## config.mk

```make
export PLATFORM = sky130hd
export DESIGN_NAME = mc_state_seq
export DESIGN_NICKNAME = d
export VERILOG_FILES = /design/src/rtl/mc_pkg.sv /design/src/rtl/mc_next_state.sv /design/src/rtl/mc_state_seq.sv
export SDC_FILE = /design/constraint.sdc
export NUM_CORES = 1
export LEC_CHECK = 0
export BUFFER_PORTS_ARGS = -buffer_cell sky130_fd_sc_hd__buf_2
export CORE_MARGIN = 2
export CORE_UTILIZATION = 57
export CTS_BUF_LIST = sky130_fd_sc_hd__clkbuf_4
export CTS_CLUSTER_DIAMETER = 60
export DETAILED_ROUTE_END_ITERATION = 16
export GPL_TIMING_DRIVEN = 0
export PLACE_DENSITY = 0.91
export SLEW_MARGIN = 20
export SYNTH_ARGS = -nofsm -noshare
export SYNTH_HDL_FRONTEND = slang
export SYNTH_SLANG_ARGS = --single-unit
```

## constraint.sdc

```tcl
create_clock -name clk -period 2.16 [get_ports clk]
set_input_delay 0.108 -clock clk [delete_from_list [all_inputs] [get_ports clk]]
set_output_delay 0.108 -clock clk [all_outputs]
set_load 0.02 [all_outputs]
```

## src/rtl/mc_pkg.sv

```systemverilog
// Shared state codes and opcode/funct constants for the multi-cycle core.
// Used by the next-state sequencer and the control decoder alike.
package mc_pkg;

  localparam logic [4:0] S0  = 5'd0;
  localparam logic [4:0] S1  = 5'd1;
  localparam logic [4:0] S2  = 5'd2;
  localparam logic [4:0] S3  = 5'd3;
  localparam logic [4:0] S4  = 5'd4;
  localparam logic [4:0] S5  = 5'd5;
  localparam logic [4:0] S6  = 5'd6;
  localparam logic [4:0] S7  = 5'd7;
  localparam logic [4:0] S8  = 5'd8;
  localparam logic [4:0] S9  = 5'd9;
  localparam logic [4:0] S10 = 5'd10;
  localparam logic [4:0] S11 = 5'd11;
  localparam logic [4:0] S12 = 5'd12;
  localparam logic [4:0] S13 = 5'd13;
  localparam logic [4:0] S14 = 5'd14;
  localparam logic [4:0] S15 = 5'd15;
  localparam logic [4:0] S16 = 5'd16;
  localparam logic [4:0] S17 = 5'd17;
  localparam logic [4:0] S18 = 5'd18;
  localparam logic [4:0] S19 = 5'd19;
  localparam logic [4:0] S20 = 5'd20;
  localparam logic [4:0] S21 = 5'd21;

  // Internal encoding of the idle phase; never driven onto state.
  localparam logic [4:0] IDLE_CODE = 5'd31;

  localparam logic [5:0] OP_RTYPE = 6'b000000;
  localparam logic [5:0] OP_J     = 6'b000010;
  localparam logic [5:0] OP_JAL   = 6'b000011;
  localparam logic [5:0] OP_BEQ   = 6'b000100;
  localparam logic [5:0] OP_ADDI  = 6'b001000;
  localparam logic [5:0] OP_ORI   = 6'b001101;
  localparam logic [5:0] OP_LUI   = 6'b001111;
  localparam logic [5:0] OP_LB    = 6'b100000;
  localparam logic [5:0] OP_LW    = 6'b100011;
  localparam logic [5:0] OP_SB    = 6'b101000;
  localparam logic [5:0] OP_SW    = 6'b101011;

  localparam logic [5:0] F_JR   = 6'b001000;
  localparam logic [5:0] F_ADDU = 6'b100001;
  localparam logic [5:0] F_SUBU = 6'b100011;
  localparam logic [5:0] F_SLT  = 6'b101010;

  typedef enum logic [4:0] {
    PH_S0  = S0,  PH_S1  = S1,  PH_S2  = S2,
    PH_S3  = S3,  PH_S4  = S4,  PH_S5  = S5,
    PH_S6  = S6,  PH_S7  = S7,  PH_S8  = S8,
    PH_S9  = S9,  PH_S10 = S10, PH_S11 = S11,
    PH_S12 = S12, PH_S13 = S13, PH_S14 = S14,
    PH_S15 = S15, PH_S16 = S16, PH_S17 = S17,
    PH_S18 = S18, PH_S19 = S19,
    PH_IDLE = IDLE_CODE
  } phase_t;

  function automatic logic is_final(phase_t p);
    return p inside {PH_S4, PH_S5, PH_S17, PH_S7,
                     PH_S12, PH_S18, PH_S8, PH_S15,
                     PH_S9};
  endfunction

endpackage

```

## src/rtl/mc_next_state.sv

```systemverilog
// Combinational next-phase logic: (phase, op, funct, go) -> next phase.
// Ports: phase, op, funct, go in; next, illegal, last out.
module mc_next_state
  import mc_pkg::*;
(
  input  phase_t     phase,
  input  logic [5:0] op,
  input  logic [5:0] funct,
  input  logic       go,
  output phase_t     next,
  output logic       illegal,
  output logic       last
);

  always_comb begin
    next    = PH_IDLE;
    illegal = 1'b0;
    last    = is_final(phase);
    case (phase)
      PH_IDLE: next = go ? PH_S0 : PH_IDLE;
      PH_S0:   next = PH_S1;
      PH_S1: begin
        unique case (1'b1)
          (op == OP_LW),
          (op == OP_LB),
          (op == OP_SW),
          (op == OP_SB):  next = PH_S2;
          (op == OP_RTYPE && funct == F_ADDU):
            next = PH_S6;
          (op == OP_RTYPE && funct == F_SUBU):
            next = PH_S10;
          (op == OP_RTYPE && funct == F_SLT):
            next = PH_S11;
          (op == OP_RTYPE && funct == F_JR):
            next = PH_S12;
          (op == OP_ORI):  next = PH_S13;
          (op == OP_LUI):  next = PH_S14;
          (op == OP_ADDI): next = PH_S19;
          (op == OP_BEQ):  next = PH_S8;
          (op == OP_J):    next = PH_S15;
          (op == OP_JAL):  next = PH_S9;
          default: begin
            illegal = 1'b1;
            next    = PH_IDLE;
          end
        endcase
      end
      // Only memory ops reach S2, so lw is the fallback.
      PH_S2: begin
        unique case (1'b1)
          (op == OP_LB): next = PH_S16;
          (op == OP_SW): next = PH_S5;
          (op == OP_SB): next = PH_S17;
          default:       next = PH_S3;
        endcase
      end
      PH_S3, PH_S16:         next = PH_S4;
      PH_S6, PH_S10, PH_S11: next = PH_S7;
      PH_S13, PH_S14,
      PH_S19:                next = PH_S18;
      default: begin
        if (last)
          next = go ? PH_S0 : PH_IDLE;
        else
          next = PH_IDLE;
      end
    endcase
  end

endmodule

```

## src/rtl/mc_state_seq.sv

```systemverilog
// Multi-cycle MIPS32 control sequencer: phase register, err, instret.
// Ports: clk, rst_n, run, op, funct in; state, busy, retire, err, instret out.
module mc_state_seq
  import mc_pkg::*;
#(
  parameter int INSTRET_W = 32
) (
  input  logic                 clk,
  input  logic                 rst_n,
  input  logic                 run,
  input  logic [5:0]           op,
  input  logic [5:0]           funct,
  output logic [4:0]           state,
  output logic                 busy,
  output logic                 retire,
  output logic                 err,
  output logic [INSTRET_W-1:0] instret
);

  localparam logic [INSTRET_W-1:0] ONE =
    {{(INSTRET_W-1){1'b0}}, 1'b1};

  phase_t phase;
  phase_t next;
  logic   illegal;
  logic   last;
  logic   go;

  // A trapped core must not start again until reset.
  assign go = run & ~err;

  mc_next_state u_next (
    .phase   (phase),
    .op      (op),
    .funct   (funct),
    .go      (go),
    .next    (next),
    .illegal (illegal),
    .last    (last)
  );

  assign retire = last;

  always_ff @(posedge clk or negedge rst_n) begin
    if (!rst_n) begin
      phase   <= PH_IDLE;
      state   <= S1;
      busy    <= 1'b0;
      err     <= 1'b0;
      instret <= '0;
    end else begin
      phase <= next;
      // Idle presents the decode code so all enables stay off.
      state <= (next == PH_IDLE) ? S1 : next;
      busy  <= (next != PH_IDLE);
      if (illegal)
        err <= 1'b1;
      if (last)
        instret <= instret + ONE;
    end
  end

endmodule
```

==> impl_metrics.toml, run 1 <==
[outcome]
status = "finished clean"

[sta]
hold_viol = 0
fmax_mhz = 474
setup_ws_ps = 51.8
rsz0062_at_grt = "true"
setup_violations = 0
relSlewSlack_pct = 36.8
whs_ps = 224
final.min_clock_period_ps = 2110
finalSetupTns_ps = 0
finClkSkew_ps = 19.8
worst_pin_slew_ps = 949
period_share_pct = 97.6
report.final.slew_viol_count = 0

[routing]
antenna_left = 0
route.detailed.drc = 0
finalWirelength_um = 5840
vias = 2258
drt-wirelength-per-cell_um = 15.5
firstDrtPassIters = 5
via_per_inst = 5.99
drtIter0Drc = 175

[power]
seqPwrFrac_pct = 41.0
vdd_drop_max_mv = 0.700
power_frac_clock_pct = 14.3
comb_power_share_pct = 44.7
power_per_cell_area_mw_per_mm2 = 950
intPower_mw = 1.70
power.switching_mw = 1.19
switching_share_pct = 41.3
total_power_mw = 2.89
leakagePower_nw = 1.45

[placement]
dpl.cell_count = 368
place_congestion = 0.879
port_buffers = 53
dpl_worst_slack_ps = 40.2
hpwl_um = 4240

[global_route]
grt.overflow.total = 0
grt.total_usage_pct = 23.4
antenna_found_initial = 0
grt_pass1_vias = 2079
grt_pass1_wl_um = 9530
grt_max_degree = 45

[worst_setup_path]
path_max_fanout = 7
critPathKind = "reg -> out"
required_ps = 2050
reg2reg_to = "instret[30]$_DFFE_PN0P_"
reg2reg_slack_ps = 70
rr_startpoint = "phase[4]$_DFF_PN1_"
ff2ff_path_depth = 6
worst_setup_path_end_kind = "primary output"
start_kind = "flip-flop"
critPathArrivalTime_ps = 2000

[synth]
syn_nets = 279
ys_seq_area_share_pct = 42.4
syn_area_mm2 = 0.00261
ys_async_sr_fraction_pct = 100
synth-edff-count = 0
yosysMostFrequentCell = "dfrtp_1"
ys_types = 57
synth_area_leaders = "dfrtp_1 (36%), xor2_1 (6.7%), dfstp_2 (6.0%)"
synth_top_area_share_pct = 36.4
synth_seq_cells = 44
synth_ff_type = "dfrtp_1"
syn_area_per_cell_um2 = 9.94
yosys_warnings = 0
synthCells = 263
synthTopCellsByCount = "dfrtp_1 (38), xor2_1 (20), nand2_1 (19)"
synth_area_leader_cell = "dfrtp_1"

[clocking]
clk_pin_slew_ps = 120
clockRootBuffer = "clkbuf_4"
numCtsBuffers = 5
clock_latency_ps = 370
cts_max_level = 2
clock-sinks = 44
cts_tree = "yes"
clockBufferDepth = 2

[run]
cap_violations = 0

[finish]
diodes = 0
fin_cells = 377
post_route_cells_drive_above_1_share_pct = 30.5
nNetsFinal = 340
fillers = 347
syn_to_final_growth_pct = 16.4

[worst_hold_path]
hold_end = "state[3]$_DFF_PN0_"
hold_depth = 4
min_from = "funct[5]"
hp-class = "in -> reg"

[floorplan]
die_h_um = 71.7
rows = 24
dieWidth_um = 71.7
coreArea_mm2 = 0.00438
initial_core_util_pct = 59.6
die_area_mm2 = 0.00514
io_pins = 55
[metal layers]
metal / up-vias / track usage (%) / wire, um
met5: - / 0 / 0
met4: 0 / 6.50 / 82
met2: 83 / 38.5 / 2940
li1: 1061 / - / -
met3: 11 / 5.34 / 291
met1: 1103 / 31.1 / 2530
[how the worst max path moves through the flow]
stage | endpoint | slack [ps] | startpoint | depth (start not counted)
2_1_floorplan | instret[30]$_DFFE_PN0P_ | 250 | phase[4]$_DFF_PN1_ | 6
3_3_place_gp | state[1]$_DFF_PN0_ | 40 | phase[2]$_DFF_PN1_ | 6
3_5_place_dp | instret[30]$_DFFE_PN0P_ | 40 | phase[2]$_DFF_PN1_ | 7
4_1_cts | instret[31]$_DFFE_PN0P_ | 6 | instret[12]$_DFFE_PN0P_ | 5
5_1_grt | instret[18]$_DFFE_PN0P_ | -50 | phase[4]$_DFF_PN1_ | 6
6_report | retire | 50 | phase[4]$_DFF_PN1_ | 5
[final cells by class]
class	count	area [um2]	area share, %
buffer	12	80.1	2.63
multi-input combinational	191	1390	45.5
timing repair buffer	55	289	9.50
sequential	44	1110	36.4
clock buffer	6	45.0	1.48
inverter	15	56.3	1.85
tap	52	65.1	2.14
clock inverter	2	12.5	0.411
[placed cells by master (no fill, tap or decap), types with 3 or more instances in the layout]
master and n:
nor3_1 7, buf_6 5, o31ai_1 5, clkbuf_1 4, nand2_1 19, nor2_1 15
nand4_1 6, o21ai_0 8, and3_1 7, xnor2_1 15, clkbuf_4 6, xor2_1 20
dfrtp_1 38, inv_1 15, a21oi_1 5, buf_2 55, nor3_2 7, nand2b_1 3
nand3_1 13, dfstp_2 6, nor2b_1 4, nor4_1 7
[critical path, cell delays in order (launching register included)]
cell and delay, ps:
dfstp_2 570, or3b_4 420, o221ai_4 240, and2_1 180, buf_6 130, buf_6 110
[per-stage QoR]
step / area (um2) / utilization, %
detailed placement: 2940 / 67.2
floorplan: 2610 / -
global route: 3040 / 69.4
finish: 3040 / 69.4
CTS: 3010 / 68.7
global placement: 2940 / 67.2
[power by group through the flow]
stage               logic, mW  registers (mW)  clock network (mW)
global placement         1.26            1.16                   0
detailed placement       1.27            1.17                   0
global route             1.42            1.22               0.461
CTS                      1.28            1.16               0.419
floorplan               0.817            1.28                   0
finish                   1.29            1.18               0.413
[cell families (layout without fill, tap and decap cells)]
kind of cell | count (synthesis) | in the layout | synth area share, %
xor gates and xnor gates | 35 | 35 | 11.7
DFF | 44 | 44 | 42.4
adders and majority gates | 1 | 1 | 0.479
AOI/OAI and AO/OA | 41 | 41 | 12.9
muxes | 1 | 1 | 0.431
buffers and inverters | 28 | 90 | 5.17
and+or+nand+nor | 113 | 113 | 26.9
[state kept, by name, summed over array words and instances, names as in the netlist]
register,count
instret,32
phase,5
state,5
busy,1
err,1
[repair_timing]
action | 4_1_cts | 5_1_grt
gates resized for setup | 1 | 5
pin swaps | 0 | 3
hold endpoints to repair | 38 | 0
endpoints found under the setup margin | 1 | 10
hold buffers | 1 | 0
buffers inserted | 0 | 1
Note: power is estimated with default switching activity, not from simulation.
==> run 2: changes to the inputs <==
--- a/config.mk
+++ b/config.mk
@@ -7,12 +7,13 @@
 export LEC_CHECK = 0
 export BUFFER_PORTS_ARGS = -buffer_cell sky130_fd_sc_hd__buf_2
 export CORE_MARGIN = 2
-export CORE_UTILIZATION = 57
+export CORE_UTILIZATION = 47
 export CTS_BUF_LIST = sky130_fd_sc_hd__clkbuf_4
 export CTS_CLUSTER_DIAMETER = 60
 export DETAILED_ROUTE_END_ITERATION = 16
 export GPL_TIMING_DRIVEN = 0
-export PLACE_DENSITY = 0.91
+export MAX_ROUTING_LAYER = met4
+export PLACE_DENSITY = 0.78
 export SLEW_MARGIN = 20
 export SYNTH_ARGS = -nofsm -noshare
 export SYNTH_HDL_FRONTEND = slang
==> run 2 against run 1 <==
Compared with the run above:
- hold slack better by 18 ps
- worst setup slack got worse by 12 ps
- die area is 20% higher
- clock power is 19% higher
- via count shrank 2.4%
- sequential power about the same
- total power increased by 5.6%
- final area grew 2.3%
- final cell count increased by 5.8%
- clock skew shrank 9.3 ps
- register-to-register slack about the same
- maximum frequency down 0.56%
- largest power group unchanged
==> impl_metrics.toml, run 2 (synthesis gave the netlist of run 1 again) <==
[global_route]
antenna_found_initial = 0
grt_pass1_vias = 2093
grt.total_usage_pct = 19.9
grt_max_degree = 45
grt.overflow.total = 0
grt_pass1_wl_um = 9670

[routing]
vias = 2203
drtIter0Drc = 93
firstDrtPassIters = 4
via_per_inst = 5.52
finalWirelength_um = 5700
drt-wirelength-per-cell_um = 14.3
antenna_left = 0
route.detailed.drc = 0

[worst_setup_path]
worst_setup_path_end_kind = "primary output"
start_kind = "flip-flop"
path_max_fanout = 5
slowest_delay_ps = 570
required_ps = 2050
cp_cell_sequence = "or3b_4 > o221ai_4 > and2_4 > buf_6 > buf_6"
critPathArrivalTime_ps = 2010
crit_top_cell = "buf_6"
critPathKind = "reg -> out"
cpMaxStageDelayCell = "dfstp_2"

[sta]
report.final.slew_viol_count = 0
finalSetupTns_ps = 0
period_share_pct = 98.2
rsz0062_at_grt = "true"
hold_viol = 0
finClkSkew_ps = 10.5
relSlewSlack_pct = 36.1
final.min_clock_period_ps = 2120
setup_violations = 0
fmax_mhz = 472
worst_pin_slew_ps = 958

[clocking]
clock-sinks = 44
clockRootBuffer = "clkbuf_4"
cts_max_level = 2
clockBufferDepth = 2
clock_latency_ps = 350
cts_tree = "yes"
clk_pin_slew_ps = 130
numCtsBuffers = 5

[placement]
hpwl_um = 4270
port_buffers = 53
place_area_mm2 = 0.00297
place_congestion = 0.871

[worst_hold_path]
hp-class = "in -> reg"

[finish]
design_area_mm2 = 0.00311
reg.largest.list = "instret x32, phase x5, state x5"
syn_to_final_growth_pct = 19.1
diodes = 0
nNetsFinal = 342
largest_reg_flops = 32
final_cell_mix = "buf_2 (55), dfrtp_1 (38), xor2_1 (20)"
final_util_pct = 57.2
post_route_cells_drive_above_1_share_pct = 31.5
final_common_cell = "buf_2"
largest-register = "instret"

[floorplan]
dieWidth_um = 78.6
coreArea_mm2 = 0.00544
io_pins = 55
initial_core_util_pct = 48.1
rows = 27
die_h_um = 78.6
die_area_mm2 = 0.00617

[power]
power_per_cell_area_mw_per_mm2 = 980
vdd_drop_max_mv = 0.674
leakagePower_nw = 1.46

[run]
cap_violations = 0

[outcome]
status = "finished clean"
## run 2: cell types whose count changed in the layout (fill, tap and decap cells not counted), sizes merged
| cell | delta |
|---|---|
| buf | +2 |
| bufinv | +1 |
| clkbuf | -1 |
| clkinvlp | -1 |
| clkinv | +1 |
## run 2: critical path: cells and delay by family, from the launching register on
kind	cells	cell delay [ps]
DFF	1	570
AOI/OAI and AO/OA	1	270
and+or+nand+nor	2	610
buffers and inverters	2	210
## run 2: layer usage
layer  GRT usage (%)  wire, um  vias to the layer above  share of wire (%)
met5               -         0                        -                  0
met1            26.4      2550                     1051                 45
met2            32.1      2760                       81                 48
li1                -         -                     1066                  -
met4            4.04        50                        0               0.88
met3            3.68       345                        5                6.1
## run 2: repair_timing
item,CTS,global route
cloned,0,0
endpoints found under the setup margin,1,11
endpoints found under the hold margin,38,0
buffers inserted,0,3
pin swaps,0,4
resized for setup,1,10
hold buffers,1,0
## run 2: path summary, 6_finish.rpt
check | startpoint | to | slack (ps) | cells after the start
max | phase[4]$_DFF_PN1_ | retire | 40 | 5
min | funct[5] | state[3]$_DFF_PN0_ | 240 | 4
max reg2reg | phase[4]$_DFF_PN1_ | instret[1]$_DFFE_PN0P_ | 60 | 6
min reg2reg | instret[31]$_DFFE_PN0P_ | instret[31]$_DFFE_PN0P_ | 490 | 1
max in group asynchronous | rst_n | instret[10]$_DFFE_PN0P_ | 1130 | 2
min in group asynchronous | rst_n | instret[16]$_DFFE_PN0P_ | 440 | 2
## run 2: cell type report
cell class | instances | area, um2
buffer | 12 | 81.3
clock buffer | 5 | 37.5
clock inverter | 3 | 37.5
fill | 493 | 2330
inverter | 15 | 56.3
multi-input combinational | 191 | 1400
sequential | 44 | 1110
tap | 72 | 90.1
timing repair buffer | 57 | 304
## run 2: where the power goes
group	internal, mW	leakage [nW]	switching (mW)	total [mW]
Sequential	1.03	0.578	0.165	1.19
Combinational	0.580	0.840	0.787	1.37
Clock	0.237	0.0403	0.255	0.492
Total	1.84	1.46	1.21	3.05
## run 2: through the flow
step                total power [mW]  setup slack [ps]  hold slack (ps)  instances
floorplan                       2.10               248             -188        263
global placement                2.42              39.2              305        388
detailed placement              2.45              37.1              313        388
CTS                             2.95              11.0              241        397
global route                    3.25             -41.0              271        399
finish                          3.05              39.9              241        399
==> run 3: changes to the inputs <==
--- a/config.mk
+++ b/config.mk
@@ -14,6 +14,7 @@
 export GPL_TIMING_DRIVEN = 0
 export MAX_ROUTING_LAYER = met4
 export PLACE_DENSITY = 0.78
+export RECOVER_POWER = 25
 export SLEW_MARGIN = 20
 export SYNTH_ARGS = -nofsm -noshare
 export SYNTH_HDL_FRONTEND = slang
==> constraint.sdc (replaced) <==
create_clock -name clk -period 2.4 [get_ports clk]
set_input_delay 0.12 -clock clk [delete_from_list [all_inputs] [get_ports clk]]
set_output_delay 0.12 -clock clk [all_outputs]
set_load 0.02 [all_outputs]
==> run 3 against run 2 <==
Compared with the run above:
- final cell count down 0.50%
- clock-buffer cell count is the same
- clock power is 8.9% lower
- highest routed layer unchanged
- sequential share of layout area is 1.1 points higher
==> impl_metrics.toml, run 3 (synthesis gave the netlist of run 1 again) <==
[floorplan]
coreArea_mm2 = 0.00544
io_pins = 55
die_h_um = 78.6
rows = 27
initial_core_util_pct = 48.1
die_area_mm2 = 0.00617
dieWidth_um = 78.6

[placement]
dpl.cell_count = 388
hpwl_um = 4270
port_buffers = 53
place_area_mm2 = 0.00297
place_congestion = 0.871

[run]
cap_violations = 0

[clocking]
numCtsBuffers = 5
clk_pin_slew_ps = 140
clockBufferDepth = 2
cts_resized = 0
clockRootBuffer = "clkbuf_4"
clock-sinks = 44
cts_tree = "yes"
clock_latency_ps = 350
postCtsHoldBufs = 1
post_cts_buffers = 0
cts_max_level = 2

[routing]
antenna_left = 0
drt-wirelength-per-cell_um = 14.4
drtIter0Drc = 114
via_per_inst = 5.52
vias = 2192
finalWirelength_um = 5700
route.detailed.drc = 0
firstDrtPassIters = 4

[sta]
relSlewSlack_pct = 29.0
hold_viol = 0
rsz0062_at_grt = "false"
finClkSkew_ps = 15.0
period_share_pct = 92.6
finalSetupTns_ps = 0
report.final.slew_viol_count = 0
fmax_mhz = 450
worst_pin_slew_ps = 1060
setup_violations = 0
final.min_clock_period_ps = 2220

[finish]
largest_reg_flops = 32
syn_to_final_growth_pct = 15.6
nNetsFinal = 340
final_common_cell = "dfrtp_1"
largest-register = "instret"
reg.largest.list = "instret x32, phase x5, state x5"
final_cell_mix = "dfrtp_1 (38), clkbuf_1 (32), buf_2 (29)"
fin_cells = 397
diodes = 0
fillers = 509
post_route_cells_drive_above_1_share_pct = 20.9
design_area_mm2 = 0.00302

[power]
intPower_mw = 1.57
switching_share_pct = 40.5
seqPwrFrac_pct = 39.7
power.switching_mw = 1.07
total_power_mw = 2.63
comb_power_share_pct = 43.3
power_frac_clock_pct = 17.0
vdd_drop_max_mv = 0.594
leakagePower_nw = 1.33
power_per_cell_area_mw_per_mm2 = 872

[global_route]
grtUsageMet2_pct = 32.1
busiest_layer = "met2"
antenna_found_initial = 0
grt.overflow.total = 0
grt_max_degree = 45
grt_pass1_vias = 2093
grtUsageMet1_pct = 26.4
grt_pass1_wl_um = 9670
use_met3_pct = 3.68
grt.total_usage_pct = 19.9

[worst_setup_path]
endpoint = "retire"
critPathArrivalTime_ps = 2100
reg2reg_slack_ps = 250
rr_startpoint = "phase[2]$_DFF_PN1_"
path_max_fanout = 10
reg2reg_to = "instret[30]$_DFFE_PN0P_"
critPathKind = "reg -> out"
required_ps = 2280
ff2ff_path_depth = 7
startpoint = "phase[2]$_DFF_PN1_"
start_kind = "flip-flop"
worst_setup_path_end_kind = "primary output"

[worst_hold_path]
hp-class = "in -> reg"

[outcome]
status = "finished clean"
## run 3: metrics by stage
stage               utilization [%]  setup slack (ps)  hold WS, ps
floorplan                         -               488         -176
global placement               54.6               279          317
detailed placement             54.6               277          325
CTS                            56.2               176          253
global route                   55.6              40.5          283
finish                         55.6               178          249
## run 3: cell type report
| class | count | area, um2 | area share [%] |
|---|---|---|---|
| Clock inverter | 3 | 37.5 | 1.24 |
| Tap cell | 72 | 90.1 | 2.98 |
| Inverter | 15 | 56.3 | 1.86 |
| Multi-Input combinational cell | 191 | 1370 | 45.3 |
| Clock buffer | 5 | 37.5 | 1.24 |
| Buffer | 13 | 78.8 | 2.61 |
| Sequential cell | 44 | 1110 | 36.7 |
| Timing Repair Buffer | 54 | 243 | 8.03 |
## run 3: worst max-delay path, cell delays in order (launching register included)
cell and delay, ps:
dfstp_2 550, clkbuf_1 310, and3_1 270, o221ai_4 130, and2_1 180, buf_4 150
buf_2 160
## run 3: worst min path at each step
stage | from | cells after the start | to | slack (ps)
after floorplan | rst_n | 0 | busy$_DFF_PN0_ | -180
after global placement | rst_n | 1 | instret[0]$_DFFE_PN0P_ | 320
after detailed placement | rst_n | 1 | instret[6]$_DFFE_PN0P_ | 330
after CTS | funct[5] | 4 | state[3]$_DFF_PN0_ | 250
after global routing | funct[5] | 4 | state[3]$_DFF_PN0_ | 280
final | funct[5] | 4 | state[3]$_DFF_PN0_ | 250
## run 3: metal layers
layer	vias up	share of wire, %
li1	1064	-
met1	1058	46
met2	65	48
met3	5	5.1
met4	0	0.88
met5	-	0
## run 3: power by group through the flow
| stage | clock, mW | combinational (mW) | sequential [mW] |
|---|---|---|---|
| floorplan | 0 | 0.735 | 1.15 |
| global placement | 0 | 1.13 | 1.05 |
| detailed placement | 0 | 1.15 | 1.06 |
| CTS | 0.452 | 1.16 | 1.05 |
| global route | 0.486 | 1.25 | 1.07 |
| finish | 0.448 | 1.14 | 1.05 |
